File: config.mk
export PLATFORM = sky130hd
export DESIGN_NAME = membus_arbiter
export DESIGN_NICKNAME = d
export VERILOG_FILES = /design/src/rtl/membus_arbiter.sv
export SDC_FILE = /design/constraint.sdc
export NUM_CORES = 1
export LEC_CHECK = 0
export ABC_AREA = 1
export CAP_MARGIN = 0
export CELL_PAD_IN_SITES_DETAIL_PLACEMENT = 1
export CELL_PAD_IN_SITES_GLOBAL_PLACEMENT = 2
export CORE_MARGIN = 2
export CORE_UTILIZATION = 17
export DETAILED_ROUTE_END_ITERATION = 8
export PLACE_DENSITY_LB_ADDON = 0.1
export SETUP_SLACK_MARGIN = 0.1
export SYNTH_ARGS = -nofsm -noshare
export SYNTH_HDL_FRONTEND = slang
export SYNTH_SLANG_ARGS = --single-unit
File: constraint.sdc
create_clock -name i_clk -period 2.6 [get_ports i_clk]
set_input_delay 0.65 -clock i_clk [delete_from_list [all_inputs] [get_ports i_clk]]
set_output_delay 0.65 -clock i_clk [all_outputs]
set_load 0.005 [all_outputs]
File: src/rtl/membus_arbiter.sv
// Round-robin arbiter sharing one memory data port between two masters; a fixed-latency
// owner pipeline steers each read return back to the master that issued it.
module membus_arbiter #(
    parameter int unsigned AW       = 32,
    parameter int unsigned DW       = 32,
    parameter int unsigned READ_LAT = 1
) (
    input  logic          i_clk,
    input  logic          i_rst,

    input  logic          i_m0_req,
    input  logic          i_m0_we,
    input  logic [AW-1:0] i_m0_addr,
    input  logic [DW-1:0] i_m0_wdata,
    output logic          o_m0_gnt,
    output logic          o_m0_rvalid,
    output logic [DW-1:0] o_m0_rdata,

    input  logic          i_m1_req,
    input  logic          i_m1_we,
    input  logic [AW-1:0] i_m1_addr,
    input  logic [DW-1:0] i_m1_wdata,
    output logic          o_m1_gnt,
    output logic          o_m1_rvalid,
    output logic [DW-1:0] o_m1_rdata,

    output logic          o_mem_en,
    output logic          o_mem_we,
    output logic [AW-1:0] o_mem_addr,
    output logic [DW-1:0] o_mem_wdata,
    input  logic [DW-1:0] i_mem_rdata,

    output logic          o_busy
);

    logic                r_m0_gnt;
    logic                r_m1_gnt;
    logic                r_mem_en;
    logic                r_mem_we;
    logic [AW-1:0]       r_mem_addr;
    logic [DW-1:0]       r_mem_wdata;
    logic                r_rr;  // 1 = m1 wins when both are eligible
    logic [READ_LAT-1:0] r_pipe_vld;
    logic [READ_LAT-1:0] r_pipe_own;

    logic                w_elig0;
    logic                w_elig1;
    logic                w_any;
    logic                w_win;
    logic                w_win_we;
    logic [AW-1:0]       w_win_addr;
    logic [DW-1:0]       w_win_wdata;
    logic                w_ret_vld;
    logic                w_ret_own;

    // A master whose grant is visible this cycle is still presenting the request just issued.
    always_comb begin
        w_elig0 = i_m0_req & ~r_m0_gnt;
        w_elig1 = i_m1_req & ~r_m1_gnt;
        w_any   = w_elig0 | w_elig1;
        if (w_elig0 && w_elig1) begin
            w_win = r_rr;
        end else begin
            w_win = w_elig1;
        end
        w_win_we    = w_win ? i_m1_we    : i_m0_we;
        w_win_addr  = w_win ? i_m1_addr  : i_m0_addr;
        w_win_wdata = w_win ? i_m1_wdata : i_m0_wdata;
    end

    always_ff @(posedge i_clk) begin
        if (i_rst) begin
            r_m0_gnt    <= 1'b0;
            r_m1_gnt    <= 1'b0;
            r_mem_en    <= 1'b0;
            r_mem_we    <= 1'b0;
            r_mem_addr  <= '0;
            r_mem_wdata <= '0;
            r_rr        <= 1'b0;
        end else begin
            r_m0_gnt <= w_any & ~w_win;
            r_m1_gnt <= w_any & w_win;
            r_mem_en <= w_any;
            r_mem_we <= w_any & w_win_we;
            if (w_any) begin
                r_mem_addr  <= w_win_addr;
                r_mem_wdata <= w_win_wdata;
                r_rr        <= ~w_win;
            end
        end
    end

    // Owner tag enters at the end of the issue cycle and exits when mem_rdata is valid.
    always_ff @(posedge i_clk) begin
        if (i_rst) begin
            r_pipe_vld <= '0;
            r_pipe_own <= '0;
        end else begin
            r_pipe_vld[0] <= r_mem_en & ~r_mem_we;
            r_pipe_own[0] <= r_m1_gnt;
            for (int i = 1; i < int'(READ_LAT); i++) begin
                r_pipe_vld[i] <= r_pipe_vld[i-1];
                r_pipe_own[i] <= r_pipe_own[i-1];
            end
        end
    end

    always_comb begin
        w_ret_vld = r_pipe_vld[READ_LAT-1];
        w_ret_own = r_pipe_own[READ_LAT-1];
    end

    assign o_m0_gnt    = r_m0_gnt;
    assign o_m1_gnt    = r_m1_gnt;
    assign o_m0_rvalid = w_ret_vld & ~w_ret_own;
    assign o_m1_rvalid = w_ret_vld & w_ret_own;
    assign o_m0_rdata  = i_mem_rdata;
    assign o_m1_rdata  = i_mem_rdata;
    assign o_mem_en    = r_mem_en;
    assign o_mem_we    = r_mem_we;
    assign o_mem_addr  = r_mem_addr;
    assign o_mem_wdata = r_mem_wdata;
    assign o_busy      = |r_pipe_vld;

endmodule
=== Yosys cells after proc, flatten, opt, wreduce, memory -nomap -nowiden ===
Index checks and enable logic that the tools add are counted.

* Mux-type cells: 4
* Bitwise logic cells: 14
* Reduce and logical (&&, ||, !) cells: 1

{| class="wikitable"
|+ Operator list
! cell !! count
|-
| 32-bit 2-to-1 mux || 2
|-
| 1-bit AND || 8
|-
| 1-bit inverter || 5
|-
| 1-bit 2-to-1 mux || 2
|-
| 1-bit logical AND || 1
|-
| 1-bit OR || 1
|}

* Word-level logic and storage cells: 28
* Input port bits: 166
* Output and inout port bits: 135
* Flip-flop bits (word level): 71

=== Logic depth before layout (Yosys ltp) ===
* Depth after elaboration: 6
* Gate-level depth with buffers: 9
* Depth with buffers taken out: 8

=== Worst setup path after synthesis ===
No wires, ideal clock.

* Kind: input port to flip-flop
* From: in i_m1_req
* To: reg r_mem_addr[27], in the netlist o_mem_addr[27]
* Library setup time: 0.128 ns
* Buffers on the path: 2
* Stages on the path: 8
* Required time: 2.472 ns
* Slack: 1.144 ns
* Data arrival time: 1.328 ns
* Path through: nand2_2 -> inv_2 -> buf_2 -> buf_4 -> nand3_1 -> nand2_1 -> nor2_1 -> nor2_1

* Longest elaborated chain between the ends: 4
* Elaborated cells on any way between the ends: 5
* Those cells by class: 2 x mux; 2 x bitwise; 1 x reduce/logical

{| class="wikitable"
|+ Ends and longest elaborated chain
! item !! RTL line !! source
|-
| start, declared || 19 || <nowiki>input logic i_m1_req,</nowiki>
|-
| 1-bit AND * || 59 || <nowiki>w_elig1 = i_m1_req & ~r_m1_gnt;</nowiki>
|-
| 1-bit logical AND || 61 || <nowiki>if (w_elig0 && w_elig1) begin</nowiki>
|-
| 1-bit 2-to-1 mux || 61 ||
|-
| 32-bit 2-to-1 mux || 67 || <nowiki>w_win_addr = w_win ? i_m1_addr : i_m0_addr;</nowiki>
|-
| end signal, assigned || 86 || <nowiki>r_mem_addr <= w_win_addr;</nowiki>
|-
| end, declared || 40 || <nowiki>logic [AW-1:0] r_mem_addr;</nowiki>
|}

Mark *: on every way between the ends. The rest lies on a longest branch, timed or not.
A chain may end at the register's enable or synchronous reset.

=== Worst setup path in the final report ===
* From: reg r_pipe_vld, in the netlist o_busy
* To: out o_m0_rvalid

* Longest elaborated chain between the ends: 1

{| class="wikitable"
|+ Ends and longest elaborated chain
! item !! RTL line !! source
|-
| start, declared || 43 || <nowiki>logic [READ_LAT-1:0] r_pipe_vld;</nowiki>
|-
| start signal, assigned by index || 102 || <nowiki>r_pipe_vld[i] <= r_pipe_vld[i-1];</nowiki>
|-
| 1-bit AND || 115 || <nowiki>assign o_m0_rvalid = w_ret_vld & ~w_ret_own;</nowiki>
|-
| end, declared || 16 || <nowiki>output logic o_m0_rvalid,</nowiki>
|}

No other way between the ends.

==> results.yml <==
placement:
  routabilityCongestion: 0.7796
  portBuffers: 204
  dp_cells: 1004
  place_hpwl_um: 11540
  dpl_worst_slack_ps: 245.8
detailed_routing:
  viasPerCell: 3.994
  drtPass1Iterations: 4
  wl_per_cell_um: 15.73
  drt_iter0_markers: 113
  wl_um: 16040
  vias: 4074
  drc: 0
  ant_nets: 0
setup_path:
  critPathArrivalTime_ps: 1360
  end_kind: "primary output"
  critPathRequiredTime_ps: 1950
  worstPathMaxFanout: 3
  cp-start-kind: "flop"
  timing_worst_setup_path_type: "flop to primary output"
floorplanning:
  die_x_um: 155.2
  ios: 301
  die-area_sq_mm: 0.02409
  initial_core_util_pct: 17.22
  core_sq_mm: 0.02257
  rows: 55
  die_h_um: 155.2
logic_synthesis:
  ys_warn_count: 0
  synth-seq-cells: 71
  syn-num-nets: 768
  yosysMostFrequentCell: "nand2_1"
  netlist.area_leader.share_pct: 36.56
  ys_top_cells_by_count: "nand2_1 (141), nor2_1 (121), nand3_1 (99), buf_4 (72), dfxtp_1 (71)"
  synthCells: 602
  syn_area_sq_mm: 0.003887
  ys_top_cells_by_area: "dfxtp_1 (37%), buf_4 (14%), nand2_1 (14%)"
  synth_cell_types: 19
  synth-edff-count: 0
  ys_seq_area_share_pct: 36.56
  yosysTopAreaCell: "dfxtp_1"
  ys.flop_type: "dfxtp_1"
  synth-async-reset-ratio_pct: 0
  avgSynthCellArea_sq_um: 6.458
layout:
  fin_nets: 896
  layout-drive-gt1-share_pct: 5.714
  synthToLayoutAreaGrowth_pct: 56.45
  seq_area_sq_mm: 0.001421
  multi_input_area_sq_mm: 0.001629
  antenna_cells: 0
  postLayoutCoreUtil_pct: 26.95
  nFillCells: 2749
  final_cells: 1020
run_status:
  outcome: "finished clean"
clock_network:
  clockBufferDepth: 2
  cts_setup_buffers: 0
  root_buffer: "clkbuf_16"
  clk_pin_slew_ps: 50
  cts_max_level: 3
  cts_sinks: 71
  ctsHoldBuffers: 0
  cts_tree: "yes"
  cts-resized-gates: 0
  worstSkewPairLatency_ps: 340
  cts-buffers-inserted: 9
timing:
  setup_tns_ps: 0
  hold_violations: 0
  min_period_over_period_pct: 77.15
  min_period_ps: 2006
  skew_ps: 5.679
  rsz0062_at_grt: "false"
  slew_violations: 0
  slew_headroom_pct: 43.95
  setup_violations: 0
  worstMarginPinSlew_ps: 837.6
  layout_setup_ws_ps: 594.1
  fmax_mhz: 498.5
global_routing:
  grt.busiest_layer: "met2"
  grt_use_met2_pct: 22.90
  grt_max_degree: 38
  grt-ovfl-total: 0
  grt_first_pass_wirelength_um: 24850
  met1_usage_pct: 15.77
  grt.total_usage_pct: 13.40
  grt_use_met3_pct: 4.596
  antenna_found_initial: 0
  grt_pass1_vias: 4418
flow_run:
  maxCapViolCount: 0
pwr:
  leakagePower_nw: 2.751
  power.density_mw_per_mm2: 578.6
  total_power_w: 0.003519
  vdd_drop_max_v: 0.0002870
min_path:
  min-delay-path-class: "flop to flop"
[area by class of cell]
| type | instances | area share, % |
|---|---|---|
| repair buffers | 217 | 35.30 |
| clock buffers | 14 | 4.670 |
| multi-input cells | 382 | 26.78 |
| inverters | 49 | 3.024 |
| flip-flops and latches | 71 | 23.37 |
| well taps | 285 | 5.863 |
| clock inverters | 2 | 0.9875 |
[metrics by stage]
stage	cell area, sq um	hold slack, ps
detailed placement	5738	413.9
global route	6082	432.1
floorplan	3887	412.7
CTS	6082	422.6
global placement	5738	403.3
finish	6082	413.8
[layout by cell type, fill, tap and decap left out]
cell type | synthesis | layout
clkbuf_1 | 8 | 1
o21ai_1 | 3 | 3
o21ai_0 | 1 | 1
inv_1 | 43 | 43
buf_2 | 19 | 1
buf_4 | 72 | 12
o21bai_4 | 0 | 1
a211oi_1 | 1 | 1
clkbuf_16 | 0 | 9
nand2_1 | 141 | 141
bufinv_16 | 0 | 2
clkbuf_8 | 0 | 4
nand4_1 | 9 | 9
dfxtp_1 | 71 | 71
clkinv_1 | 1 | 1
nor2_2 | 1 | 1
nand3_2 | 0 | 1
nor2_4 | 1 | 1
buf_12 | 0 | 1
inv_2 | 5 | 5
clkdlybuf4s50_1 | 0 | 203
nand2_2 | 4 | 4
nor2_1 | 121 | 121
nand3_1 | 99 | 98
[worst max-delay path, cell delays in order, from the launching register on]
cell             delay, ps
dfxtp_1                340
inv_1                   50
nor2_1                  90
clkdlybuf4s50_1        540
[where the power goes]
part	internal, W	switching (W)	total, W
Sequential	0.00119	0.0000555	0.00124
Combinational	0.000457	0.000371	0.000828
Clock	0.000947	0.000501	0.00145
Total	0.00259	0.000927	0.00352
[layer usage]
metal,routed length (um),vias up
met5,0,-
met2,7621,129
met1,7015,1876
met3,1158,22
li1,-,2047
met4,248,0
[final timing paths]
check	start	cells after the start	end	slack, ps
hold / removal	o_mem_we	1	o_busy	410
setup / recovery	o_busy	3	o_m0_rvalid	590
setup reg to reg	o_m0_gnt	6	o_mem_wdata[29]	1030
hold reg to reg	o_mem_we	1	o_busy	410
[cell families (layout without fill, tap and decap cells)]
family,after synthesis,after routing,share of synthesized area [%]
flops,71,71,36.56
simple gates,376,376,40.59
compound gates,6,6,0.9011
buf+inv,149,282,21.95
Power figures use the tool's default switching activity.
